--- src/rtl/mpu_pkg.sv ---
// Shared MPU definitions: instruction/decoder widths, issue FSM encodings, NOP word.
// Pure declarations; no timing or flow control of its own.
package mpu_pkg;

    localparam int INSTR_W   = 18;
    localparam int DEC_OUT_W = 9;

    typedef enum logic [1:0] {
        ST_IDLE  = 2'd0,
        ST_ISSUE = 2'd1,
        ST_DONE  = 2'd2
    } issue_state_e;

    localparam logic [INSTR_W-1:0] NOP_WORD = '0;

endpackage

--- src/rtl/mpu_issue_buf.sv ---
// Program buffer: DEPTH x INSTR_W regfile, one synchronous write and one combinational read.
// Write lands at the clock edge, read is same-cycle; no backpressure, contents are never reset.
module mpu_issue_buf
    import mpu_pkg::*;
#(
    parameter int INSTR_W = mpu_pkg::INSTR_W,
    parameter int DEPTH   = 16,
    parameter int ADDR_W  = 4
) (
    input  logic               clk,
    input  logic               wr_en,
    input  logic [ADDR_W-1:0]  wr_addr,
    input  logic [INSTR_W-1:0] wr_data,
    input  logic [ADDR_W-1:0]  rd_addr,
    output logic [INSTR_W-1:0] rd_data
);

    logic [INSTR_W-1:0] mem_q [DEPTH];

    always_ff @(posedge clk) begin
        if (wr_en) begin
            mem_q[wr_addr] <= wr_data;
        end
    end

    assign rd_data = mem_q[rd_addr];

endmodule

--- src/rtl/mpu_issue.sv ---
// Issue sequencer: plays len words from the buffer (loop_cnt+1 times) to the decoder, then pulses done.
// First word valid the cycle after start, one word per cycle; holds word while instr_ready=0 (MPU_ISSUE_NOP_SKIP_EN skips zero words).
module mpu_issue
    import mpu_pkg::*;
#(
    parameter int INSTR_W = mpu_pkg::INSTR_W,
    parameter int DEPTH   = 16,
    parameter int ADDR_W  = 4
) (
    input  logic               clk,
    input  logic               rst_n,
    input  logic               wr_en,
    input  logic [ADDR_W-1:0]  wr_addr,
    input  logic [INSTR_W-1:0] wr_data,
    input  logic               start,
    input  logic [ADDR_W:0]    len,
    input  logic [7:0]         loop_cnt,
    output logic               instr_valid,
    input  logic               instr_ready,
    output logic [INSTR_W-1:0] instr,
    output logic [ADDR_W-1:0]  pc,
    output logic               busy,
    output logic               done
);

    localparam logic [ADDR_W:0]   LEN_MAX = (ADDR_W+1)'(DEPTH);
    localparam logic [ADDR_W:0]   LEN_ONE = (ADDR_W+1)'(1);
    localparam logic [ADDR_W-1:0] PC_ONE  = ADDR_W'(1);

    issue_state_e       state_q, state_d;
    logic [ADDR_W-1:0]  pc_q, pc_d;
    logic [7:0]         iter_q, iter_d;
    logic [ADDR_W:0]    len_q, len_d;
    logic [7:0]         loop_q, loop_d;

    logic [INSTR_W-1:0] rd_word;
    logic               buf_we;
    logic               last_word;
    logic               advance;

    // Loading is only allowed while idle so a running program can't be altered underneath itself.
    assign buf_we = wr_en && (state_q == ST_IDLE);

    mpu_issue_buf #(
        .INSTR_W (INSTR_W),
        .DEPTH   (DEPTH),
        .ADDR_W  (ADDR_W)
    ) u_buf (
        .clk     (clk),
        .wr_en   (buf_we),
        .wr_addr (wr_addr),
        .wr_data (wr_data),
        .rd_addr (pc_q),
        .rd_data (rd_word)
    );

    assign last_word = ({1'b0, pc_q} == (len_q - LEN_ONE));

    always_comb begin
        state_d     = state_q;
        pc_d        = pc_q;
        iter_d      = iter_q;
        len_d       = len_q;
        loop_d      = loop_q;
        instr_valid = 1'b0;
        instr       = '0;
        advance     = 1'b0;

        case (state_q)
            ST_IDLE: begin
                if (start) begin
                    len_d   = (len > LEN_MAX) ? LEN_MAX : len;
                    loop_d  = loop_cnt;
                    pc_d    = '0;
                    iter_d  = '0;
                    state_d = (len == '0) ? ST_DONE : ST_ISSUE;
                end
            end
            ST_ISSUE: begin
                instr = rd_word;
`ifdef MPU_ISSUE_NOP_SKIP_EN
                // A NOP is consumed locally in one cycle without presenting it to the decoder.
                instr_valid = (rd_word != INSTR_W'(NOP_WORD));
                advance     = (instr_valid && instr_ready) || !instr_valid;
`else
                instr_valid = 1'b1;
                advance     = instr_ready;
`endif
                if (advance) begin
                    if (!last_word) begin
                        pc_d = pc_q + PC_ONE;
                    end else if (iter_q != loop_q) begin
                        pc_d   = '0;
                        iter_d = iter_q + 8'd1;
                    end else begin
                        state_d = ST_DONE;
                    end
                end
            end
            ST_DONE: begin
                state_d = ST_IDLE;
            end
            default: begin
                state_d = ST_IDLE;
            end
        endcase
    end

    always_ff @(posedge clk) begin
        if (!rst_n) begin
            state_q <= ST_IDLE;
            pc_q    <= '0;
            iter_q  <= '0;
            len_q   <= '0;
            loop_q  <= '0;
        end else begin
            state_q <= state_d;
            pc_q    <= pc_d;
            iter_q  <= iter_d;
            len_q   <= len_d;
            loop_q  <= loop_d;
        end
    end

    assign pc   = pc_q;
    assign busy = (state_q != ST_IDLE);
    assign done = (state_q == ST_DONE);

endmodule

--- config.mk ---
export PLATFORM = sky130hd
export DESIGN_NAME = mpu_issue
export DESIGN_NICKNAME = d
export VERILOG_FILES = /design/src/rtl/mpu_pkg.sv /design/src/rtl/mpu_issue_buf.sv /design/src/rtl/mpu_issue.sv
export SDC_FILE = /design/constraint.sdc
export NUM_CORES = 1
export LEC_CHECK = 0
export CAP_MARGIN = 20
export CORE_ASPECT_RATIO = 0.8
export CORE_MARGIN = 2
export CORE_UTILIZATION = 27
export DETAILED_ROUTE_END_ITERATION = 7
export PLACE_DENSITY_LB_ADDON = 0.15
export RECOVER_POWER = 25
export SYNTH_ARGS = -nofsm -noshare
export SYNTH_HDL_FRONTEND = slang
export SYNTH_SLANG_ARGS = --single-unit
--- constraint.sdc ---
create_clock -name clk -period 2.6 [get_ports clk]
set_input_delay 0.52 -clock clk [delete_from_list [all_inputs] [get_ports clk]]
set_output_delay 0.52 -clock clk [all_outputs]
set_load 0.05 [all_outputs]
### Yosys cells after proc, flatten, opt, wreduce, memory -nomap -nowiden

Memories as Yosys holds them, arrays and structs flattened. A register that Yosys moved wholly into a read port is not among the register bits.
Index checks and enable logic that the tools add are counted.

* flip-flop bits (word level): 27
* memory bits (writable): 288
* output and inout port bits: 25
* memories: 1

* $add $sub $neg: 3
* order comparisons: 1
* equal/unequal tests: 10
* muxes and demuxes: 23
* reduce and logical (&&, ||, !) cells: 9

Memories
* u_buf.mem_q: words 16, bits a word 18, rd ports 1, clocked after memory_dff 1, wr ports 1, line mpu_issue_buf.sv:18 `logic [INSTR_W-1:0] mem_q [DEPTH];`

Operator list (count)
* 2-to-1 mux 8 bit: 4
* 2-to-1 mux 4 bit: 6
* 2-to-1 mux 18 bit: 1
* one-hot mux 8 bit (2 select lines): 1
* 2-to-1 mux 2 bit: 5
* inequality test 2 bit, second input constant: 5
* adder 8 x 1 -> 8 bit, second input constant: 1
* inequality test 8 bit: 1
* one-hot mux 4 bit (2 select lines): 1
* AND reduction 4 bit: 2
* == test 4 x 5 -> 1 bit: 1
* greater-than comparator 5 bit, second input constant: 1
* logical NOT 5 bit: 1
* 2-to-1 mux 5 bit: 1
* AND reduction 5 bit: 1
* subtractor 5 x 1 -> 5 bit, second input constant: 1
* adder 4 x 1 -> 4 bit, second input constant: 1
* one-hot mux 2 bit (2 select lines): 1
* nonzero test 2 bit: 2
* 2-to-1 mux 1 bit: 3
* inequality test 3 bit, second input constant: 1
* == test 2 x 1 -> 1 bit, second input constant: 1
* == test 2 bit, second input constant: 1
* logical NOT 2 bit: 1
* 2 further kinds: 2

### Logic depth before layout (Yosys ltp)

Gate-level depths: netlist (run 1).

* depth in word-level cells: 7
* gate-level depth with buffers: 8
* depth with buffers taken out: 8

### Cells and area by module

A second synthesis (run 1) with hierarchy kept.

* cells, all modules: 666
* area total of the unflattened synthesis: 12557.0 um2

Modules (own cells, without submodules)
* mpu_issue_buf: instances 1, cells an instance 464, area each 10961.8 um2
* mpu_issue: instances 1, cells an instance 202, area each 1595.3 um2

### Worst setup path before layout (run 1)

Ideal clock, no wire load.

* path type: reg-to-output
* start: register (tool-made name)
* end: output port instr[10]
* arrival: 2.335 ns
* data required time: 2.080 ns
* setup slack: -0.255 ns
* stages on the path, launching flop included: 6
* buffers on the path: 2
* cell sequence: dfxtp_1 buf_2 buf_1 mux4_2 mux4_2 and2_1

RTL lines
* end, declared: line mpu_issue.sv:20 `output logic [INSTR_W-1:0] instr,`

==> results of run 1 <==
routing by layer:
layer / part of all wire [%] / vias up
met4: 2.3 / 6
met1: 43 / 3347
met3: 5.1 / 54
met2: 50 / 147
li1: - / 2804
met5: 0.12 / -
where the power goes:
part	switching, mW	internal, mW
clock	2.12	3.18
combinational	0.435	0.357
sequential	0.0302	5.66
final cells by class:
type / count / area (µm²) / area share, %
Sequential cell: 319 / 9280 / 58.4
Clock inverter: 21 / 243 / 1.53
Clock buffer: 47 / 1010 / 6.33
Inverter: 6 / 22.5 / 0.142
Antenna cell: 2 / 5.00 / 0.0315
Multi-Input combinational cell: 277 / 3250 / 20.5
Tap cell: 612 / 766 / 4.82
Timing Repair Buffer: 100 / 1320 / 8.32
registers in the layout, summed over array words and instances, names as in the netlist, named ones only:
register,count
u_buf.mem_q,288
iter_q,8
loop_q,8
len_q,5
pc,4
state_q,2
cell families (layout without fill, tap and decap cells):
kind of cell               count (synthesis)  count (layout)  synth area share [%]
adders and majority gates                  3               3                 0.299
buffers and inverters                     33             174                  1.12
other                                      0               2                     0
AOI/OAI and AO/OA                         35              35                  1.86
muxes                                     96              96                  16.7
xor gates and xnor gates                  13              13                 0.907
DFF                                      319             319                  73.8
and+or+nand+nor                          130             130                  5.34
timing repair:
action	4_1_cts	5_1_grt
setup endpoints to repair	18	25
cloned	2	0
buffers inserted	1	1
gates resized for setup	40	4
final timing paths:
kind                       endpoint                  start  cells past startpoint
max                        instr[5]              flip-flop                      5
min           len_q[1]$_SDFFE_PN0P_  len_q[1]$_SDFFE_PN0P_                      2
max reg2reg  iter_q[3]$_SDFFE_PN0P_  len_q[0]$_SDFFE_PN0P_                      9
min reg2reg   len_q[1]$_SDFFE_PN0P_  len_q[1]$_SDFFE_PN0P_                      2
worst min-delay path, delay by kind of cell, from the launching register on:
kind,cells,cell delay (ns)
and+or+nand+nor,1,0.05
AOI/OAI and AO/OA,1,0.05
DFF,1,0.33
placed cells by master, fill, tap and decap left out, types with 3 or more instances in the layout:
cell	n
edfxtp_1	288
mux4_2	90
clkbuf_16	39
nand2_1	37
clkdlybuf4s50_1	33
dfxtp_1	28
buf_12	27
and2_4	18
a21oi_1	18
buf_6	15
xnor2_1	13
nor2_2	12
nor2_1	11
dlygate4sd3_1	11
clkbuf_1	8
buf_4	8
nand4_1	7
inv_1	6
nand2b_1	6
nand3_1	6
nand3b_1	6
clkinv_2	6
or3_1	5
a31oi_1	4
and2_1	4
mux2i_1	4
bufinv_16	4
clkinv_1	4
nor3_2	3
o21ai_0	3
and3_1	3
ha_1	3
inv_6	3
buf_8	3
==> flow_summary.json, run 1 <==
{
  "numPortBuffers": 64,
  "yosys.area.top_type": "edfxtp_1",
  "io_pins": 65,
  "cp-start-kind": "flip-flop",
  "power_density_nw_per_um2": 741,
  "die_y_um": 197,
  "final_area_um2": 15900,
  "rsz0062_at_grt": "yes",
  "min_path_type": "reg -> reg",
  "post-place-ws_ns": -0.0154,
  "yosysTopAreaCellShare_pct": 68.9,
  "slowest_stage": "mux4_2",
  "vias": 6358,
  "critPathRequiredTime_ns": 2.08,
  "max-clock-path-buffers": 3,
  "crit_buf_inv": 2,
  "synth.area.top_cells": "edfxtp_1 69%, mux4_2 16%, dfxtp_1 4.9%",
  "fin_crit_sh_pct": 118,
  "synth.avg_cell_area_um2": 20.0,
  "grt_pass1_vias": 6807,
  "synth_fp_nets": 672,
  "cts_tree": "yes",
  "slew_headroom_pct": 62.4,
  "synth_cells": 629,
  "core_region_area_um2": 45800,
  "synth-seq-cells": 319,
  "drive_gt1_share_pct": 31.8,
  "overflow": 0,
  "critPathKind": "reg -> out",
  "worst_hold_slack_ns": 0.466,
  "synth-seq-area-share_pct": 73.8,
  "met1_usage_pct": 16.1,
  "holdBufCountCts": 0,
  "grt_pass1_wl_um": 45200,
  "die_area_um2": 48300,
  "ant_nets": 0,
  "crit_path_frequent_cell": "mux4_2",
  "fillers": 4239,
  "grt_max_degree": 41,
  "setup_slack_ns": -0.472,
  "synth_most_common_cell": "edfxtp_1",
  "grt.busiest_layer": "met2",
  "firstDrtPassIters": 4,
  "clk_latency_ns": 0.54,
  "fp.dieW_um": 245,
  "grt.total_usage_pct": 13.1,
  "drc": 0,
  "root_buffer": "clkbuf_16",
  "tightest_slew_ns": 0.563,
  "utilization_pct": 34.7,
  "dp_cells": 1310,
  "routed_wl_um": 31000,
  "antenna_found_initial": 4,
  "crit_arrival_ns": 2.55,
  "r2r_setup_slack_ns": 0.12,
  "peakVddDrop_mv": 0.419,
  "synthesis.area_um2": 12600,
  "clk_pin_slew_ns": 0.06,
  "num_rows": 70,
  "area_delta_synth_final_pct": 26.5,
  "via_per_inst": 4.59,
  "final_cells": 1384,
  "setup_tns_ns": -8.12,
  "initial_utilization_pct": 27.4,
  "finClkSkew_ns": 0.0111,
  "critical-path-top-delay-family": "multiplexers",
  "yosysWarnings": 0,
  "dp_hpwl_um": 16700,
  "cts_max_level": 2,
  "hold_viol": 0,
  "ys_types": 41,
  "fmax_mhz": 326,
  "outcome": "complete, but fails checks",
  "ys.flop_type": "edfxtp_1",
  "power_mw": 11.8,
  "drt_iter0_drc": 435,
  "fin_crit_ns": 3.07,
  "async_flop_share_pct": 0,
  "synth_common_cells": "288 x edfxtp_1, 90 x mux4_2, 37 x nand2_1",
  "use_met3_pct": 3.20,
  "numCtsBuffers": 38,
  "placed_cell_area_um2": 14400,
  "grt_use_met2_pct": 22.5,
  "violations": "negative setup slack",
  "crit_chain": "buf_12 -> mux4_2 -> mux4_2 -> and2_4 -> buf_6",
  "setup_viol_count_final": 18,
  "wl_per_cell_um": 22.4,
  "slowest_delay_ns": 0.52,
  "timing.max_cap.violations": 0,
  "slew_viol_final": 0,
  "path_max_fanout": 16,
  "cts_num_sinks": 319,
  "synth-edff-count": 288,
  "p_leak_nw": 4.95,
  "end_kind": "output port",
  "globalplace.congestion": 0.729,
  "layout.nets": 785
}
No activity file was read; power rests on OpenSTA's default activity.
==> run 2, diff against run 1 <==
Settings changed: CAP_MARGIN 20 to 10, GPL_ROUTABILITY_DRIVEN set to 1, REMOVE_ABC_BUFFERS set to 1.
==> flow_summary.json, run 2 (synthesis gave the netlist of run 1 again) <==
{
  "largest_reg_flops": 288,
  "setup_tns_ns": -8.08,
  "cts_num_sinks": 319,
  "utilization_pct": 34.9,
  "holdBufCountCts": 0,
  "num_rows": 70,
  "clk_latency_ns": 0.51,
  "critPathKind": "reg -> out",
  "final_common_cell": "edfxtp_1",
  "wl_per_cell_um": 23.0,
  "dp_hpwl_um": 18800,
  "grt_max_degree": 20,
  "crit_path_frequent_cell": "mux4_2",
  "die_y_um": 197,
  "io_pins": 65,
  "largestRegisters": "u_buf.mem_q x288, iter_q x8, loop_q x8",
  "drc": 0,
  "r2r_setup_slack_ns": 0.11,
  "crit_buf_inv": 3,
  "fillers": 4263,
  "violations": "negative setup slack",
  "globalplace.congestion": 0.730,
  "area_delta_synth_final_pct": 27.2,
  "clk_pin_slew_ns": 0.06,
  "vias": 6437,
  "max-clock-path-buffers": 3,
  "numPortBuffers": 64,
  "min_path_type": "reg -> reg",
  "slowest_delay_ns": 0.51,
  "drive_gt1_share_pct": 33.9,
  "die_area_um2": 48300,
  "ant_nets": 0,
  "cts_tree": "yes",
  "grt_pass1_vias": 6904,
  "rsz0062_at_grt": "yes",
  "critPathRequiredTime_ns": 2.08,
  "slowest_stage": "mux4_2",
  "regMostFlops": "u_buf.mem_q",
  "overflow": 0,
  "core_region_area_um2": 45800,
  "slew_viol_final": 0,
  "initial_utilization_pct": 27.4,
  "root_buffer": "clkbuf_16",
  "setup_viol_count_final": 18,
  "routed_wl_um": 32400,
  "final_cell_mix": "288 x edfxtp_1, 90 x mux4_2, 39 x clkbuf_16, 37 x nand2_1, 35 x buf_4",
  "end_kind": "output port",
  "grt.total_usage_pct": 13.5,
  "slew_headroom_pct": 64.3,
  "power_density_nw_per_um2": 715,
  "p_leak_nw": 5.04,
  "crit_chain": "buf_8 -> buf_12 -> mux4_2 -> mux4_2 -> and2_4 -> buf_6",
  "hold_viol": 0,
  "layout.nets": 810,
  "fin_crit_sh_pct": 118,
  "worst_hold_slack_ns": 0.472,
  "tightest_slew_ns": 0.534,
  "fp.dieW_um": 245,
  "cts_max_level": 2,
  "fmax_mhz": 326,
  "finClkSkew_ns": 0.0114,
  "cp-start-kind": "flip-flop",
  "path_max_fanout": 7,
  "numCtsBuffers": 36,
  "outcome": "complete, but fails checks",
  "critical-path-top-delay-family": "multiplexers",
  "peakVddDrop_mv": 0.423,
  "placed_cell_area_um2": 14400,
  "via_per_inst": 4.57,
  "setup_slack_ns": -0.472,
  "antenna_found_initial": 2,
  "final_area_um2": 16000,
  "grt_pass1_wl_um": 46900,
  "post-place-ws_ns": -0.000459,
  "crit_arrival_ns": 2.55,
  "timing.max_cap.violations": 0,
  "fin_crit_ns": 3.07,
  "drt_iter0_drc": 580,
  "firstDrtPassIters": 5
}
==> run 2: changes by cell type in the layout (fill, tap and decap cells not counted), sizes merged <==
cell / previous run / this run
buf: 55 / 81
clkinv: 12 / 18
inv: 10 / 6
bufinv: 4 / 2
clkbuf: 47 / 45
clkdlybuf4s50: 33 / 31
dlygate4sd3: 11 / 13
diode: 2 / 1
dlygate4sd2: 0 / 1
dlymetal6s2s: 1 / 0
==> run 2: layout make-up <==
class	count	area, µm²	share of cell area, %
flip-flops and latches	319	9280	58.1
repair buffers	127	1500	9.41
multi-input cells	277	3250	20.3
clock inverters	21	160	1.00
diodes	1	2.50	0.0157
well taps	612	766	4.80
clock buffers	44	987	6.18
inverters	6	22.5	0.141
==> run 2: path summary, 6_finish.rpt <==
path	startpoint	cells after the start	to
max	flip-flop	6	instr[3]
min reg2reg	loop_q[4]$_SDFFE_PN0P_	2	loop_q[4]$_SDFFE_PN0P_
min	loop_q[4]$_SDFFE_PN0P_	2	loop_q[4]$_SDFFE_PN0P_
max reg2reg	len_q[0]$_SDFFE_PN0P_	9	iter_q[3]$_SDFFE_PN0P_
==> run 2: report_power, final <==
group | switching, mW | internal [mW] | total, mW
Sequential | 0.0297 | 5.65 | 5.68
Clock | 2.00 | 2.90 | 4.90
Combinational | 0.452 | 0.384 | 0.836
==> run 2: per-layer routing <==
| metal | GRT usage [%] | part of all wire, % | vias up |
|---|---|---|---|
| met5 | 0 | 0.022 | - |
| met4 | 3.41 | 1.7 | 2 |
| met3 | 2.31 | 4.1 | 42 |
| met2 | 22.2 | 48 | 135 |
| met1 | 18.7 | 46 | 3400 |
| li1 | - | - | 2858 |
==> run 2: tightest hold or removal path, stage by stage (launching register included) <==
cell	delay (ns)
dfxtp_1	0.32
nand2_1	0.05
a21oi_1	0.05
==> run 2: stage by stage <==
stage | cells | total power [mW]
floorplan | 602 | 6.20
global placement | 1325 | 6.52
detailed placement | 1325 | 6.54
CTS | 1405 | 11.6
global route | 1407 | 11.9
finish | 1407 | 11.4
==> run 2: timing repair <==
item	4_1_cts	5_1_grt
setup endpoints to repair	19	21
resized for setup	42	14
gates cloned	5	1
setup buffers	10	3
pin swaps	0	0
